===== config.mk =====
export PLATFORM = sky130hd
export DESIGN_NAME = booth_issue
export DESIGN_NICKNAME = d
export VERILOG_FILES = /design/src/rtl/booth_issue.sv
export SDC_FILE = /design/constraint.sdc
export NUM_CORES = 1
export LEC_CHECK = 0
export ABC_AREA = 1
export CORE_ASPECT_RATIO = 1.75
export CORE_UTILIZATION = 45
export DETAILED_ROUTE_END_ITERATION = 16
export GPL_TIMING_DRIVEN = 0
export PLACE_DENSITY = 0.85
export SLEW_MARGIN = 20
export SYNTH_ARGS = -nofsm -noshare
export SYNTH_HDL_FRONTEND = slang
export SYNTH_SLANG_ARGS = --single-unit

===== constraint.sdc =====
create_clock -name clk -period 3.1 [get_ports clk]
set_input_delay 0.62 -clock clk [delete_from_list [all_inputs] [get_ports clk]]
set_output_delay 0.62 -clock clk [all_outputs]
set_load 0.05 [all_outputs]

===== src/rtl/booth_issue.sv =====
// rtl/booth_issue.sv - operand issue and product capture front-end for the 16-bit Booth multiplier
// Optional SEND_Q abort path enabled by defining BOOTH_ISSUE_TIMEOUT_EN.
module booth_issue #(
  parameter int W       = 16,
  parameter int TIMEOUT = 64
) (
  input  logic           clk,
  input  logic           rst,
  input  logic           in_valid,
  output logic           in_ready,
  input  logic [W-1:0]   in_m,
  input  logic [W-1:0]   in_q,
  output logic           mul_start,
  output logic [W-1:0]   mul_data,
  input  logic           mul_done,
  input  logic [W-1:0]   mul_a,
  input  logic [W-1:0]   mul_q,
  output logic           out_valid,
  input  logic           out_ready,
  output logic [2*W-1:0] out_result,
  output logic           busy,
  output logic           err
);

  typedef enum logic [2:0] {
    IDLE   = 3'd0,
    SEND_M = 3'd1,
    HOLD_M = 3'd2,
    SEND_Q = 3'd3,
    RESULT = 3'd4
  } state_t;

  state_t         state;
  state_t         state_nxt;
  logic [W-1:0]   buf_m;
  logic [W-1:0]   buf_q;
  logic           buf_vld;
  logic [W-1:0]   cur_m;
  logic [W-1:0]   cur_q;
  logic           accept;
  logic           drain;
  logic           capture;
  logic [2*W-1:0] capture_val;
  logic           tmo_hit;

  assign in_ready = !buf_vld;
  assign accept   = in_valid && in_ready;

`ifdef BOOTH_ISSUE_TIMEOUT_EN
  localparam int CW = (TIMEOUT > 1) ? $clog2(TIMEOUT + 1) : 1;

  logic [CW-1:0] tmo_cnt;
  logic          err_q;

  // Counter is held at zero outside SEND_Q, so every SEND_Q entry starts a fresh window.
  always_ff @(posedge clk or negedge rst) begin
    if (!rst) begin
      tmo_cnt <= '0;
    end else if (state != SEND_Q) begin
      tmo_cnt <= '0;
    end else begin
      tmo_cnt <= tmo_cnt + CW'(1);
    end
  end

  always_ff @(posedge clk or negedge rst) begin
    if (!rst) begin
      err_q <= 1'b0;
    end else if (tmo_hit) begin
      err_q <= 1'b1;
    end
  end

  assign tmo_hit = (state == SEND_Q) && !mul_done && (tmo_cnt == CW'(TIMEOUT - 1));
  assign err     = err_q;
`else
  // Without the abort path SEND_Q waits on mul_done indefinitely; TIMEOUT has no effect.
  assign tmo_hit = 1'b0 & (TIMEOUT > 0);
  assign err     = 1'b0;
`endif

  always_ff @(posedge clk or negedge rst) begin
    if (!rst) begin
      state <= IDLE;
    end else begin
      state <= state_nxt;
    end
  end

  always_comb begin
    state_nxt   = state;
    drain       = 1'b0;
    capture     = 1'b0;
    capture_val = {mul_a, mul_q};
    mul_start   = 1'b0;
    mul_data    = '0;
    out_valid   = 1'b0;
    case (state)
      IDLE: begin
        if (buf_vld) begin
          drain     = 1'b1;
          state_nxt = SEND_M;
        end
      end
      SEND_M: begin
        mul_start = 1'b1;
        mul_data  = cur_m;
        state_nxt = HOLD_M;
      end
      HOLD_M: begin
        mul_data  = cur_m;
        state_nxt = SEND_Q;
      end
      SEND_Q: begin
        mul_data = cur_q;
        if (mul_done) begin
          capture   = 1'b1;
          state_nxt = RESULT;
        end else if (tmo_hit) begin
          capture     = 1'b1;
          capture_val = '0;
          state_nxt   = RESULT;
        end
      end
      RESULT: begin
        out_valid = 1'b1;
        mul_data  = cur_q;
        // A waiting pair issues straight from RESULT so back-to-back products skip IDLE.
        if (out_ready) begin
          if (buf_vld) begin
            drain     = 1'b1;
            state_nxt = SEND_M;
          end else begin
            state_nxt = IDLE;
          end
        end
      end
      default: begin
        state_nxt = IDLE;
      end
    endcase
  end

  assign busy = (state != IDLE);

  always_ff @(posedge clk or negedge rst) begin
    if (!rst) begin
      buf_vld <= 1'b0;
      buf_m   <= '0;
      buf_q   <= '0;
    end else begin
      if (accept) begin
        buf_m <= in_m;
        buf_q <= in_q;
      end
      buf_vld <= accept || (buf_vld && !drain);
    end
  end

  always_ff @(posedge clk or negedge rst) begin
    if (!rst) begin
      cur_m <= '0;
      cur_q <= '0;
    end else if (drain) begin
      cur_m <= buf_m;
      cur_q <= buf_q;
    end
  end

  always_ff @(posedge clk or negedge rst) begin
    if (!rst) begin
      out_result <= '0;
    end else if (capture) begin
      out_result <= capture_val;
    end
  end

endmodule

==> results.md, run 1 <==
Placement:
- The cell area after placement is 0.00557 mm².
- The congestion estimate from routability-driven global placement came to 0.852.
- The instance count after placement with tap cells included is 705.
- Detailed placement finished with a half-perimeter wire length of 7980 µm.
- During placement, the flow inserted port buffers numbering 119.

Setup path:
- The type of destination of the critical path is a primary output.
- For the worst setup path, the data required time is 2.48 ns.
- The arrival time at the worst endpoint is 2.31 ns.
- On the critical path, the stage with the largest delay is an instance of clkdlybuf4s50_1.
- The maximum fanout along the worst path is 10.
- In this design, the stage delay of the slowest critical-path cell is 0.82 ns.
- The type of the worst setup path is reg2out.
- The critical path goes through buf_4, inv_1, clkbuf_1, nand2_1, nor2_1, clkdlybuf4s50_1.
- The element type at the critical path start is a flop.

Pwr:
- The proportion of power drawn by flip-flops and latches is 0.302.
- For this design the total switching power over the nets is 0.00353 W.
- Of the total power, combinational logic draws 0.546.
- The power density over cell area is 1270 mW/mm².
- The internal portion of the total power is 0.00393 W.
- The leakage power is 3.03 nW.
- Of the total power, the share spent switching nets is 0.473.
- The design draws 0.00746 W.
- Of the total power, the clock network draws 0.151.
- IR analysis of the VDD net gives a maximum drop of 1.05 mV.

Logic synthesis:
- The sequential cell area fraction in the yosys report is 0.596.
- The post-synthesis instance area is 0.00420 mm².
- The count of different cell masters after synthesis is 22.
- The Yosys step of the flow raised 0 warnings.
- Counting every net in the synthesized netlist gives 534.
- Synthesis inferred 100 register bits.
- The number of cells produced by synthesis is 465.
- Dividing the synthesized area by the synthesized cell count gives 9.02 µm².

Route:
- In the routed design, unresolved DRC markers number 0.
- For this run, the detailed router's first-pass iteration total came to 4.
- The via density per instance is 5.06.
- The wire length reported by the detailed router is 10700 µm.
- For this block, the via count after detailed routing is 3645.
- After detailed routing, the average wire length per cell comes to 14.8 µm.
- The violation count after the first detailed-routing iteration is 268.
- The post-detailed-route count of antenna-violating nets is 0.

Layout:
- In the final layout, flip-flops and latches occupy 0.00250 mm².
- Of the cells placed in the final design, the portion with a size suffix greater than 1 is 0.0782.
- The relative area change from synthesis to final layout is 40.5%.
- The post-route non-filler standard cell count is 721.
- The count of fill cells added during filler insertion is 738.
- In the final layout, the multi-input gates occupy 0.00134 mm².
- 0 antenna diodes ended up in the layout.
- In the final design database the tool counted 665 nets.
- The final core utilization is 0.652.
- Summing all non-filler instances in the final layout gives an area of 0.00589 mm².

STA:
- The final count of hold timing violations is 0.
- The relative max-transition margin is 0.633.
- Of the available clock period, the critical path in the final layout requires 0.945.
- Setup violations remaining at the end of the flow were counted as 0.
- For the pin with the worst max-slew slack, the measured transition is 0.549 ns.
- Subtracting the final worst setup slack from the clock period gives 2.93 ns.
- The final number of max-transition violations was 0.
- The worst clock skew is 0.00559 ns.
- The highest achievable clock rate is 341 MHz.
- On the final layout, the worst hold slack is 0.120 ns.

Global route:
- The first global-routing pass estimated 17000 µm of wire.
- The total routing usage reported by global routing is 0.238.
- The pin count of the biggest net entering global routing is 79.
- For met3 alone, demand over resource in global routing was 0.0432.
- The global routing usage on met2 is 0.422.
- In the global route stage, met1 resource usage came out at 0.258.
- The initial antenna violation count is 0.
- The total overflow reported by the global router is 0.
- The layer flagged by global routing as most heavily used is met2.
- The via count of the first global-routing pass is 3714.

Clock network:
- The cell sitting at the root of the clock tree is a clkbuf_16.
- The post-CTS clock slew at the launch and capture registers of the worst setup and hold paths is 0.06 ns.
- The clock passes through at most 2 buffers.
- The number of sinks driven by the clock tree is 100.
- The CTS tree is built.
- The post-CTS repair timing setup buffer count is 0.
- TritonCTS created 9 clock buffers.
- Clock latency on the worst-skew pair, taken at its later pin, is 0.34 ns.
- The maximum level of the CTS H-tree is 3.

Worst hold path:
- The path class of the tightest hold or removal check is in2async.

Floorplan:
- The die is 75 µm wide.
- The floorplan row count is 46.
- The floorplan step set the die height to 130 µm.
- The initial utilization of the core area, before any placement, comes to 0.464.
- The floorplan core area is 0.00904 mm².
- The die footprint is 0.00973 mm².
- The number of placed I/O pins is 122.

Run status:
- The run finished with clean final reports.

Run:
- The tool flagged a number of max-cap violations equal to 0.
## registers in the layout, summed over array words and instances, names as in the netlist
name,cells
buf_q,16
out_result,32
buf_vld,1
buf_m,16
cur_q,16
state,3
cur_m,16
## kinds of logic (layout without fill, tap and decap cells)
group / count (synthesis) / count (layout) / synth area share
AOI/OAI and AO/OA: 68 / 68 / 0.0838
buffers and inverters: 69 / 205 / 0.0847
DFF: 100 / 100 / 0.596
other: 1 / 1 / 0.000894
and+or+nand+nor: 227 / 227 / 0.234
## cells in the mapped netlist
| cell | n | area, µm² |
|---|---|---|
| nand2_1 | 136 | 510 |
| dfrtp_1 | 100 | 2500 |
| inv_1 | 38 | 143 |
| nand3_1 | 35 | 175 |
| a21oi_1 | 34 | 170 |
| nor2_1 | 34 | 128 |
| o21ai_1 | 22 | 110 |
| nand4_1 | 16 | 100 |
| o21ai_0 | 11 | 55.1 |
| buf_2 | 8 | 40.0 |
| buf_6 | 8 | 90.1 |
| buf_4 | 7 | 52.6 |
| clkbuf_1 | 6 | 22.5 |
| nand2_4 | 2 | 22.5 |
| buf_1 | 1 | 3.75 |
| clkinv_1 | 1 | 3.75 |
| conb_1 | 1 | 3.75 |
| nand2_2 | 1 | 6.26 |
| nand3_2 | 1 | 10.0 |
| nor2_4 | 1 | 11.3 |
| nor2_8 | 1 | 20.0 |
| o21ai_4 | 1 | 16.3 |
## path summary, 6_finish.rpt
path / start / slack, ns / cells past startpoint / endpoint
setup / recovery: state[2] / 0.17 / 6 / mul_start
hold / removal: rst / 0.12 / 1 / out_result[12]
setup reg to reg: state[1] / 1.65 / 5 / state[1]
hold reg to reg: out_result[14] / 0.47 / 2 / out_result[14]
max in group asynchronous: rst / 2.34 / 2 / out_result[0]
min in group clk: out_result[14] / 0.47 / 2 / out_result[14]
## final cells by class
| class | count | share of cell area |
|---|---|---|
| Sequential cell | 100 | 0.425 |
| Timing Repair Buffer | 120 | 0.211 |
| Buffer | 30 | 0.0354 |
| Tap cell | 120 | 0.0255 |
| Clock buffer | 11 | 0.0412 |
| Clock inverter | 5 | 0.0102 |
| Multi-Input combinational cell | 296 | 0.227 |
| Inverter | 39 | 0.0248 |
## cells in the final DEF (no fill, tap or decap)
| cell type | n |
|---|---|
| clkdlybuf4s50_1 | 108 |
| nand2_2 | 1 |
| buf_1 | 1 |
| nand2_1 | 136 |
| dlymetal6s2s_1 | 10 |
| clkinvlp_4 | 1 |
| nand2_4 | 2 |
| clkinv_4 | 1 |
| o21ai_0 | 11 |
| nor2_8 | 1 |
| nand3_1 | 35 |
| nand4_1 | 16 |
| nor2_4 | 1 |
| bufinv_16 | 1 |
| o21ai_4 | 1 |
| inv_1 | 38 |
| clkinv_2 | 1 |
| inv_6 | 1 |
| conb_1 | 1 |
| clkbuf_1 | 7 |
| buf_4 | 7 |
| dfrtp_1 | 100 |
| nor2_1 | 34 |
| clkbuf_8 | 1 |
| a21oi_1 | 34 |
| nand3_2 | 1 |
| clkbuf_16 | 9 |
| clkinv_1 | 1 |
| buf_2 | 8 |
| buf_16 | 1 |
| o21ai_1 | 22 |
| buf_6 | 9 |
## power groups by stage
| stage | Clock (W) | Sequential, W | Combinational (W) |
|---|---|---|---|
| final | 0.00113 | 0.00226 | 0.00407 |
| after global routing | 0.00119 | 0.00232 | 0.00440 |
| after CTS | 0.00114 | 0.00225 | 0.00411 |
| after detailed placement | 0 | 0.00227 | 0.00409 |
| after global placement | 0 | 0.00224 | 0.00397 |
| after floorplan | 0 | 0.00286 | 0.00211 |
## layer usage
metal / share of wire / vias up
met2: 0.54 / 147
met4: 0.032 / 0
li1: - / 1744
met5: 0 / -
met3: 0.055 / 30
met1: 0.38 / 1724
## through the flow
stage / setup TNS, ns / setup WS (ns)
2_1_floorplan: 0 / 0.924
3_3_place_gp: -204.42 / -2.05
3_5_place_dp: 0 / 0.390
4_1_cts: 0 / 0.0359
5_1_grt: -0.000892 / -0.000892
6_report: 0 / 0.169
## critical path: cells and delay by family, from the launching register on
kind	cells	cell delay, ns
buf+inv	4	1.42
simple gates	2	0.18
flops	1	0.36
## repair_timing
item | CTS | global route
setup endpoints to repair | 0 | 10
hold buffers | 0 | 0
endpoints found under the hold margin | 0 | 0
resized for setup | 0 | 10
(Power assumes the default switching activity.)
==> run 2, diff against run 1 <==
--- a/config.mk
+++ b/config.mk
@@ -8,6 +8,7 @@
 export ABC_AREA = 1
 export CORE_ASPECT_RATIO = 1.75
 export CORE_UTILIZATION = 45
+export CTS_BUF_LIST = sky130_fd_sc_hd__clkbuf_8
 export DETAILED_ROUTE_END_ITERATION = 16
 export GPL_TIMING_DRIVEN = 0
 export PLACE_DENSITY = 0.85
==> constraint.sdc (replaced) <==
create_clock -name clk -period 2.7 [get_ports clk]
set_input_delay 0.54 -clock clk [delete_from_list [all_inputs] [get_ports clk]]
set_output_delay 0.54 -clock clk [all_outputs]
set_load 0.05 [all_outputs]
==> results.md, run 2 (synthesis results as in run 1) <==
Setup path:
- The cell with the largest stage delay on the worst path is dfrtp_1.
- The signal on the critical path passes through nor2_4, clkinvlp_4, buf_2, nand4_1, nand2_1, clkdlybuf4s18_2.
- The worst setup path is captured at a primary output.
- The highest cell delay on the worst timing path was 0.46 ns (-0.36 ns).
- The maximum fanout along the worst path came to 10 (unchanged).
- The endpoint of the worst-slack reg-to-reg timing path is cur_q[5].
- The depth of the worst register-to-register path is 7 (+2).
- The arrival time at the worst endpoint is 2.03 ns (-0.28 ns).
- In this run the worst setup path begins at state[0].
- The register-to-register setup slack is 1.14 ns (-0.51 ns).
- In this run the worst setup path terminates at mul_data[10].
- Among cell families on the critical path, the largest total delay comes from buffers and inverters.
- The worst register-to-register path begins at state[0].
- The data required time at the worst endpoint came to 2.16 ns (-0.32 ns).
- The worst setup path is of the reg2out kind.
- The logic depth of the worst path, buffers included came to 6 (unchanged).
- The element type at the critical path start is a flop.
- The worst path buffer plus inverter count is 3 (-1).

Layout:
- The top cell types in the final layout, fill and taps aside, are nand2_1, dfrtp_1, clkdlybuf4s50_1.
- The flip-flop count of the largest register after layout is 32 (unchanged).
- The register ranked first by flip-flop count is out_result.
- The post-route non-filler standard cell count is 724 (+0.42%).
- The final-stage net count is 668 (+0.45%).
- The relative area change from synthesis to final layout is 37.7%.
- The number of antenna diodes is 0 (unchanged).
- The share of cells above drive strength 1 is 0.103 (+0.0244).
- The count of fill cells added during filler insertion is 760 (+3.0%).
- The commonest non-fill, non-tap cell in the layout is nand2_1.
- The cell area after layout came to 0.00578 mm² (-2.0%).

STA:
- Derived from the worst setup path, the maximum achievable clock frequency is 390 MHz.
- The actual slew at the worst max-slew pin is 0.529 ns (-0.0202 ns).
- The final worst-path setup slack is 0.134 ns (-0.0349 ns).
- The worst clock skew is 0.00932 ns (+0.00373 ns).
- The final count of hold timing violations is 0 (unchanged).
- The count of endpoints failing setup in the final report is 0 (unchanged).
- The final number of max-transition violations is 0 (unchanged).
- For the finished layout, the period the worst path requires is 2.57 ns.
- The share of the clock period used by the worst path after layout is 0.950.
- The relative max-transition margin is 0.646 (+0.0130).

Worst hold path:
- The tightest min-delay check is of the reg2reg type.

Pwr:
- The final total power is 0.00813 W (+9.0%).
- The power density over cell area is 1410 mW/mm² (+11%).
- The switching share of power came to 0.493 (+0.0195).
- The design internal power came to 0.00412 W (+4.9%).
- The clock network fraction of total power is 0.119 (-0.032).
- The highest ir drop seen on vdd came to 1.02 mV (-3.0%).
- The proportion of power drawn by flip-flops and latches came to 0.317 (+0.015).
- The leakage power is 2.91 nW (-3.9%).
- The part of the power in combinational logic is 0.564 (+0.018).
- The reported net switching power was 0.00401 W (+13%).

Clock network:
- TritonCTS built the clock tree.
- The number of sinks driven by the clock tree is 100 (unchanged).
- The clock tree buffer depth is 2 (unchanged).
- The cell at the root of the clock tree is clkbuf_8.
- The number of buffers created by CTS is 9 (unchanged).
- The maximum level of the CTS H-tree was 3 (unchanged).
- The post-CTS clock slew at the launch and capture registers of the worst setup and hold paths came to 0.09 ns (+0.03 ns).
- The insertion delay to the later sink of the worst-skew pair came to 0.37 ns (+0.03 ns).

Placement:
- The cell area after placement is 0.00557 mm² (unchanged).
- The count of port buffers added during placement is 119 (unchanged).
- The post-place setup slack was 0.0700 ns (-0.320 ns).
- The instance count after placement with tap cells included was 705 (unchanged).
- The HPWL after detailed placement came to 7980 µm (unchanged).
- The last weighted congestion value of the routability-driven placer is 0.852 (unchanged).

Route:
- The per-cell routed wire length came to 14.6 µm (-1.4%).
- The wire length reported by the detailed router was 10600 µm (-0.99%).
- The total number of vias is 3626 (-0.52%).
- The violation count after the first detailed-routing iteration is 280 (+4.5%).
- The via density per instance is 5.01 (-0.93%).
- The residual DRC count came to 0 (unchanged).
- The post-detailed-route count of antenna-violating nets is 0 (unchanged).
- The length of the first detailed-routing pass in iterations is 5 (+1).

Floorplan:
- The die footprint came to 0.00973 mm² (unchanged).
- The die span in x is 75 µm (unchanged).
- The floorplan core area is 0.00904 mm² (unchanged).
- The floorplan row count came to 46 (unchanged).
- The starting utilization of the core area is 0.464 (unchanged).
- The number of placed I/O pins was 122 (unchanged).
- The height of the chip is 130 µm (unchanged).

Global route:
- The initial antenna violation count is 0 (unchanged).
- The total overflow reported by the global router is 0 (unchanged).
- The pin count of the biggest net entering global routing came to 79 (unchanged).
- The via count of the first global-routing pass is 3676 (-1.0%).
- The wire length of the first global-routing pass is 16900 µm (-0.49%).
- The total routing usage reported by global routing is 0.236 (-0.00230).

Run:
- The number of max-cap violations is 0 (unchanged).

Run status:
- The run finished with clean final reports.
==> run 2: timing repair <==
action | in CTS | in global routing
pin swaps | 0 | 1
cloned | 0 | 0
endpoints found under the setup margin | 18 | 12
buffers inserted | 0 | 2
gates resized for setup | 38 | 16
hold buffers | 1 | 0
endpoints found under the hold margin | 12 | 0
==> run 2: metal layers <==
| layer | share of wire | GRT usage | vias to the layer above |
|---|---|---|---|
| li1 | - | - | 1744 |
| met1 | 0.38 | 0.259 | 1711 |
| met2 | 0.54 | 0.414 | 146 |
| met3 | 0.056 | 0.0378 | 25 |
| met4 | 0.029 | 0.143 | 0 |
| met5 | 0 | 0 | - |
==> run 2: power by group through the flow <==
stage	Clock [W]	Sequential [W]	Combinational, W
after floorplan	0	0.00329	0.00242
after global placement	0	0.00257	0.00456
after detailed placement	0	0.00260	0.00470
after CTS	0.000980	0.00258	0.00461
after global routing	0.00104	0.00266	0.00496
final	0.000967	0.00258	0.00459
==> run 2: final cells by class <==
class                           count  area, µm²  share of cell area
Clock inverter                      6       63.8              0.0110
Tap cell                          120        150              0.0260
Multi-Input combinational cell    296       1340               0.232
Timing Repair Buffer              123       1230               0.212
Inverter                           39        150              0.0260
Clock buffer                       10        138              0.0238
Buffer                             30        210              0.0364
Sequential cell                   100       2500               0.433
==> run 2: worst min path at each step <==
| stage | slack, ns | from | cells after the start | endpoint |
|---|---|---|---|---|
| floorplan | 0.24 | rst | 0 | buf_m[0] |
| global placement | 0.45 | out_result[10] | 2 | out_result[10] |
| detailed placement | 0.40 | rst | 1 | out_result[12] |
| CTS | 0.48 | out_result[7] | 2 | out_result[7] |
| global route | 0.50 | out_result[9] | 2 | out_result[9] |
| finish | 0.48 | out_result[14] | 2 | out_result[14] |
==> run 2: worst reg2reg max path: stages, from the launching register on <==
cell and delay [ns]:
dfrtp_1 0.46, nor2_4 0.23, buf_4 0.15, nand3_2 0.08, buf_4 0.19, buf_6 0.15, nand2_1 0.07, o21ai_0 0.09
==> run 2: metrics by stage <==
stage / hold WS, ns / TNS (ns) / utilization
2_1_floorplan: 0.244 / 0 / -
3_3_place_gp: 0.454 / -236.42 / 0.613
3_5_place_dp: 0.405 / 0 / 0.616
4_1_cts: 0.479 / 0 / 0.640
5_1_grt: 0.501 / -0.00815 / 0.640
6_report: 0.476 / 0 / 0.640
==> RTL edit 1 (config.mk and constraints of run 2) <==
`W`: 16 -> 32.
--- a/src/rtl/booth_issue.sv
+++ b/src/rtl/booth_issue.sv
@@ -2,5 +2,5 @@
 // Optional SEND_Q abort path enabled by defining BOOTH_ISSUE_TIMEOUT_EN.
 module booth_issue #(
-  parameter int W       = 16,
+  parameter int W       = 32,
   parameter int TIMEOUT = 64
 ) (
Interface: changed (6 resized); port bits go from 122 to 234. No check against the original RTL was run, so the function may have changed too.
==> RTL edit 1 against run 2 <==
- combinational power grew 93%
- largest cell class unchanged
- clock skew increased by 0.0033 ns
- final area increased by 89%
- power up 94%
- setup slack got worse by 0.029 ns
- sequential share of layout area grew 1.7 points
- non-clock buffer count up 139
- register-to-register slack better by 0.03 ns
- wire length is 100% higher
- sequential cell count up 96
- utilization fell by 0.18 points
- count of clock-buffer cells in the layout increased by 7
- via count up 86%
- area after synthesis grew 89%
==> RTL edit 1: results <==
# TYPE chip_impl_metric gauge
chip_impl_info{name="holdCritPathClass",value="in -> async"} 1
chip_impl_metric{name="maximum_number_of_pins_on_one_net_before_global_route_repair",unit=""} 100
chip_impl_metric{name="r2r_slack",unit="ns"} 1.17
chip_impl_metric{name="synth-seq-area-share",unit=""} 0.619
chip_impl_metric{name="power.static_leakage",unit="uW"} 0.00548
chip_impl_info{name="run_status",value="finished clean"} 1
chip_impl_metric{name="drt_iter0_markers",unit=""} 214
chip_impl_metric{name="postSynthNetCount",unit=""} 1023
chip_impl_metric{name="max_slew_margin",unit=""} 0.509
chip_impl_metric{name="io_buffer_count",unit=""} 232
chip_impl_metric{name="avgSynthCellArea",unit="sq um"} 8.91
chip_impl_metric{name="first_pass_iters",unit=""} 4
chip_impl_metric{name="grt_first_pass_wirelength",unit="mm"} 33.5
chip_impl_metric{name="antenna_violations_before_repair",unit=""} 0
chip_impl_info{name="top_cell_types_by_occurrence_after_synthesis",value="nand2_1 (233), dfrtp_1 (196), inv_1 (101)"} 1
chip_impl_metric{name="largest_reg_flops",unit=""} 64
chip_impl_info{name="r2r_start",value="state[0]$_DFFE_PN0P_"} 1
chip_impl_metric{name="vias_per_cell",unit=""} 4.87
chip_impl_info{name="synth.area.top_cells",value="dfrtp_1 (62%), nand2_1 (11%), inv_1 (4.8%)"} 1
chip_impl_metric{name="design.final.nets",unit=""} 1278
chip_impl_metric{name="ir_worst_vdd",unit="V"} 0.000817
chip_impl_metric{name="ys_types",unit=""} 19
chip_impl_metric{name="wire_per_inst",unit="microns"} 15.5
chip_impl_metric{name="first_global_vias",unit=""} 6914
chip_impl_info{name="critical_path.slowest_cell",value="dfrtp_2"} 1
chip_impl_metric{name="hold_ws",unit="ns"} 0.0547
chip_impl_metric{name="grtUsageTotal",unit=""} 0.246
chip_impl_metric{name="cts_htree_levels",unit=""} 4
chip_impl_metric{name="gpl.final_weighted_congestion",unit=""} 0.797
chip_impl_metric{name="tritoncts.num_buffers",unit=""} 17
chip_impl_metric{name="fin_skew",unit="ns"} 0.0126
chip_impl_metric{name="worst_ep_arrival_time",unit="ns"} 2.05
chip_impl_metric{name="vias",unit=""} 6747
chip_impl_metric{name="fraction_of_layout_cells_with_a_size_suffix_above_1",unit=""} 0.107
[RTL edit 1: cell types whose count changed after synthesis, sizes merged, moves of 16 or more]
cell,delta
a21oi,+32
dfrtp,+96
buf,+21
nand2,+94
o21ai,+65
nand4,-16
nor2,+32
inv,+64
nand3,+31
[RTL edit 1: kinds of logic after synthesis]
logic type             share of synthesized area
DFF                                        0.619
AOI/OAI and AO/OA                          0.105
and+or+nand+nor                            0.188
buffers and inverters                     0.0884
other                                   0.000473
[RTL edit 1: worst max path at each step]
stage / to / startpoint
2_1_floorplan: mul_data[0] / state[0]$_DFFE_PN0P_
3_3_place_gp: cur_m[19]$_DFFE_PN0P_ / rst
3_5_place_dp: mul_data[14] / state[2]$_DFFE_PN0P_
4_1_cts: mul_data[30] / state[2]$_DFFE_PN0P_
5_1_grt: mul_data[24] / state[2]$_DFFE_PN0P_
6_report: mul_data[31] / state[2]$_DFFE_PN0P_
[RTL edit 1: final cells by class]
| class | count | area (sq um) | area share |
|---|---|---|---|
| well taps | 227 | 284 | 0.0260 |
| clock inverters | 15 | 164 | 0.0150 |
| multi-input cells | 536 | 2330 | 0.214 |
| repair buffers | 236 | 2280 | 0.209 |
| inverters | 102 | 383 | 0.0351 |
| clock buffers | 17 | 234 | 0.0214 |
| flip-flops and latches | 196 | 4910 | 0.450 |
| plain buffers | 56 | 328 | 0.0300 |
[RTL edit 1: power by group]
part | total (uW) | internal (uW) | switching, uW
registers | 5020 | 4340 | 674
logic | 8860 | 2700 | 6160
clock network | 1880 | 771 | 1110
[RTL edit 1: timing repair]
item,CTS,global route
pin swaps,0,1
hold buffers,0,0
endpoints found under the setup margin,32,32
buffers inserted,0,3
resized for setup,204,19
[RTL edit 1: per-layer routing]
metal  GRT usage  wire length [microns]
met5           0                      0
met4      0.0905                    540
met3      0.0681                   1530
met2       0.464                  11700
met1       0.249                   7810
[RTL edit 1: through the flow]
| step | setup WS [ns] | instance area, sq um | utilization | setup TNS (ns) |
|---|---|---|---|---|
| 3_5_place_dp | -0.221 | 10600 | 0.618 | -5.25 |
| 5_1_grt | -0.00926 | 10900 | 0.638 | -0.0190 |
| 3_3_place_gp | -6.75 | 10500 | 0.616 | -1325.53 |
| 6_report | 0.105 | 10900 | 0.638 | 0 |
| 2_1_floorplan | 0.200 | 7930 | - | 0 |
| 4_1_cts | -0.0394 | 10900 | 0.636 | -0.192 |
==> RTL edit 2 (settings of run 2) <==
Without the edit above. Encoding of `state_t`: now Gray code (3 bits for 5 states).
--- a/src/rtl/booth_issue.sv
+++ b/src/rtl/booth_issue.sv
@@ -24,9 +24,9 @@
 
   typedef enum logic [2:0] {
-    IDLE   = 3'd0,
-    SEND_M = 3'd1,
-    HOLD_M = 3'd2,
-    SEND_Q = 3'd3,
-    RESULT = 3'd4
+    IDLE   = 3'b000,
+    SEND_M = 3'b001,
+    HOLD_M = 3'b011,
+    SEND_Q = 3'b010,
+    RESULT = 3'b110
   } state_t;
 
Behaviour: no difference found for any inputs over 10 cycles, from zero or initial values and one cycle with rst low; not proved beyond that.
==> RTL edit 2 against run 2 <==
- setup slack got worse by 0.044 ns
- clock skew increased by 0.0031 ns
- combinational power fell by 8.1%
- power shrank 4.7%
- wire length down 6.5%
- clock power decreased by 12%
- area after synthesis rose by 1.4%
- sequential cell count unchanged
- final area is 0.45% higher
- critical path type unchanged
- critical endpoint is now mul_data[15]
- highest routed layer unchanged
==> RTL edit 2: results <==
# TYPE chip_impl_metric gauge
chip_impl_metric{name="grtUsageTotal",unit=""} 0.208
chip_impl_info{name="synth.area.top_cells",value="dfrtp_1 (59%), nand2_1 (8.9%), mux2_2 (8.5%)"} 1
chip_impl_metric{name="design.final.nets",unit=""} 597
chip_impl_metric{name="timing.reg2reg.worst_path_depth",unit=""} 5
chip_impl_metric{name="gpl.final_weighted_congestion",unit=""} 0.847
chip_impl_metric{name="synthMuxAreaShare",unit=""} 0.0847
chip_impl_metric{name="yosys_warnings",unit=""} 0
chip_impl_metric{name="hpwlAfterDp",unit="mm"} 7.50
chip_impl_metric{name="postSynthNetCount",unit=""} 465
chip_impl_info{name="run_status",value="finished clean"} 1
chip_impl_metric{name="antenna_violations_before_repair",unit=""} 0
chip_impl_metric{name="drt_iter0_markers",unit=""} 117
chip_impl_metric{name="synth_compound_gate_area_share",unit=""} 0.0906
chip_impl_metric{name="power.switching_fraction",unit=""} 0.465
chip_impl_info{name="holdCritPathClass",value="in -> async"} 1
chip_impl_metric{name="clock_insertion_delay_worst_skew",unit="ns"} 0.37
chip_impl_info{name="top_cell_types_by_occurrence_after_synthesis",value="nand2_1 (101), dfrtp_1 (100), inv_1 (37)"} 1
chip_impl_metric{name="worst-path-max-fanout",unit=""} 10
chip_impl_metric{name="grt_first_pass_wirelength",unit="mm"} 15.3
chip_impl_metric{name="ir_worst_vdd",unit="V"} 0.000678
chip_impl_info{name="largest_register",value="out_result"} 1
chip_impl_metric{name="max_slew_margin",unit=""} 0.646
chip_impl_metric{name="synth-adder-area-share",unit=""} 0
chip_impl_metric{name="wire_per_inst",unit="microns"} 15.1
chip_impl_metric{name="synth-seq-area-share",unit=""} 0.588
chip_impl_metric{name="power.static_leakage",unit="uW"} 0.00278
chip_impl_metric{name="cts_htree_levels",unit=""} 3
chip_impl_metric{name="tritoncts.num_buffers",unit=""} 9
chip_impl_metric{name="worst_ep_arrival_time",unit="ns"} 2.07
chip_impl_metric{name="maximum_number_of_pins_on_one_net_before_global_route_repair",unit=""} 60
chip_impl_metric{name="first_pass_iters",unit=""} 4
chip_impl_metric{name="ys_types",unit=""} 23
chip_impl_metric{name="io_buffer_count",unit=""} 120
chip_impl_metric{name="vias_per_cell",unit=""} 5.08
chip_impl_metric{name="worst_setup_hold_path_clk_slew",unit="ns"} 0.10
chip_impl_metric{name="ctsLongestPathBuffers",unit=""} 2
chip_impl_metric{name="fraction_of_layout_cells_with_a_size_suffix_above_1",unit=""} 0.193
chip_impl_metric{name="fin_skew",unit="ns"} 0.0124
==> RTL edit 2: worst paths after layout <==
path | endpoint | start | slack [ns]
max | mul_data[15] | state[2]$_DFFE_PN0P_ | 0.09
min | out_result[4]$_DFFE_PN0P_ | rst | 0.07
max reg2reg | cur_m[4]$_DFFE_PN0P_ | state[1]$_DFFE_PN0P_ | 1.08
min reg2reg | cur_m[12]$_DFFE_PN0P_ | buf_m[12]$_DFFE_PN0P_ | 0.47
max in group asynchronous | buf_vld$_DFF_PN0_ | rst | 2.00
min in group clk | cur_m[12]$_DFFE_PN0P_ | buf_m[12]$_DFFE_PN0P_ | 0.47
==> RTL edit 2: cells by family after synthesis <==
logic type,after synthesis
buf+inv,63
mux,32
compound gates,49
flops,100
other cells,1
simple gates,151
==> RTL edit 2: per-layer routing <==
layer / track usage / share of wire / vias to the layer above
met3: 0.0575 / 0.060 / 21
li1: - / - / 1563
met5: 0 / 0 / -
met4: 0.0839 / 0.023 / 0
met1: 0.221 / 0.37 / 1613
met2: 0.379 / 0.54 / 121
==> RTL edit 2: critical path, stage by stage, from the launching register on <==
cell and delay, ns:
dfrtp_1 0.49, inv_1 0.12, buf_2 0.22, buf_2 0.25
a32o_1 0.22, clkdlybuf4s15_2 0.38
==> RTL edit 2: layout make-up <==
class	instances	area (sq um)
clock inverters	6	32.5
inverters	38	143
well taps	120	150
plain buffers	25	190
flip-flops and latches	100	2500
fillers	747	3290
multi-input cells	233	1420
repair buffers	121	1230
clock buffers	10	138
==> RTL edit 2: power by group through the flow <==
stage / logic, uW / registers (uW) / clock network [uW]
4_1_cts: 4260 / 2670 / 876
6_report: 4220 / 2670 / 848
2_1_floorplan: 2250 / 3360 / 0
3_5_place_dp: 4320 / 2690 / 0
3_3_place_gp: 4190 / 2650 / 0
5_1_grt: 4520 / 2750 / 939
==> RTL edit 2: through the flow <==
step / setup WS (ns) / power, uW / std cells / cell area [sq um] / hold WS [ns]
after floorplan: 0.366 / 5610 / 396 / 4250 / 0.244
after global placement: -2.37 / 6840 / 636 / 5610 / 0.450
after detailed placement: 0.0821 / 7010 / 637 / 5630 / 0.453
after CTS: 0.0776 / 7800 / 653 / 5810 / 0.0583
after global routing: 0.00153 / 8210 / 653 / 5810 / 0.0828
final: 0.0907 / 7740 / 653 / 5810 / 0.0683
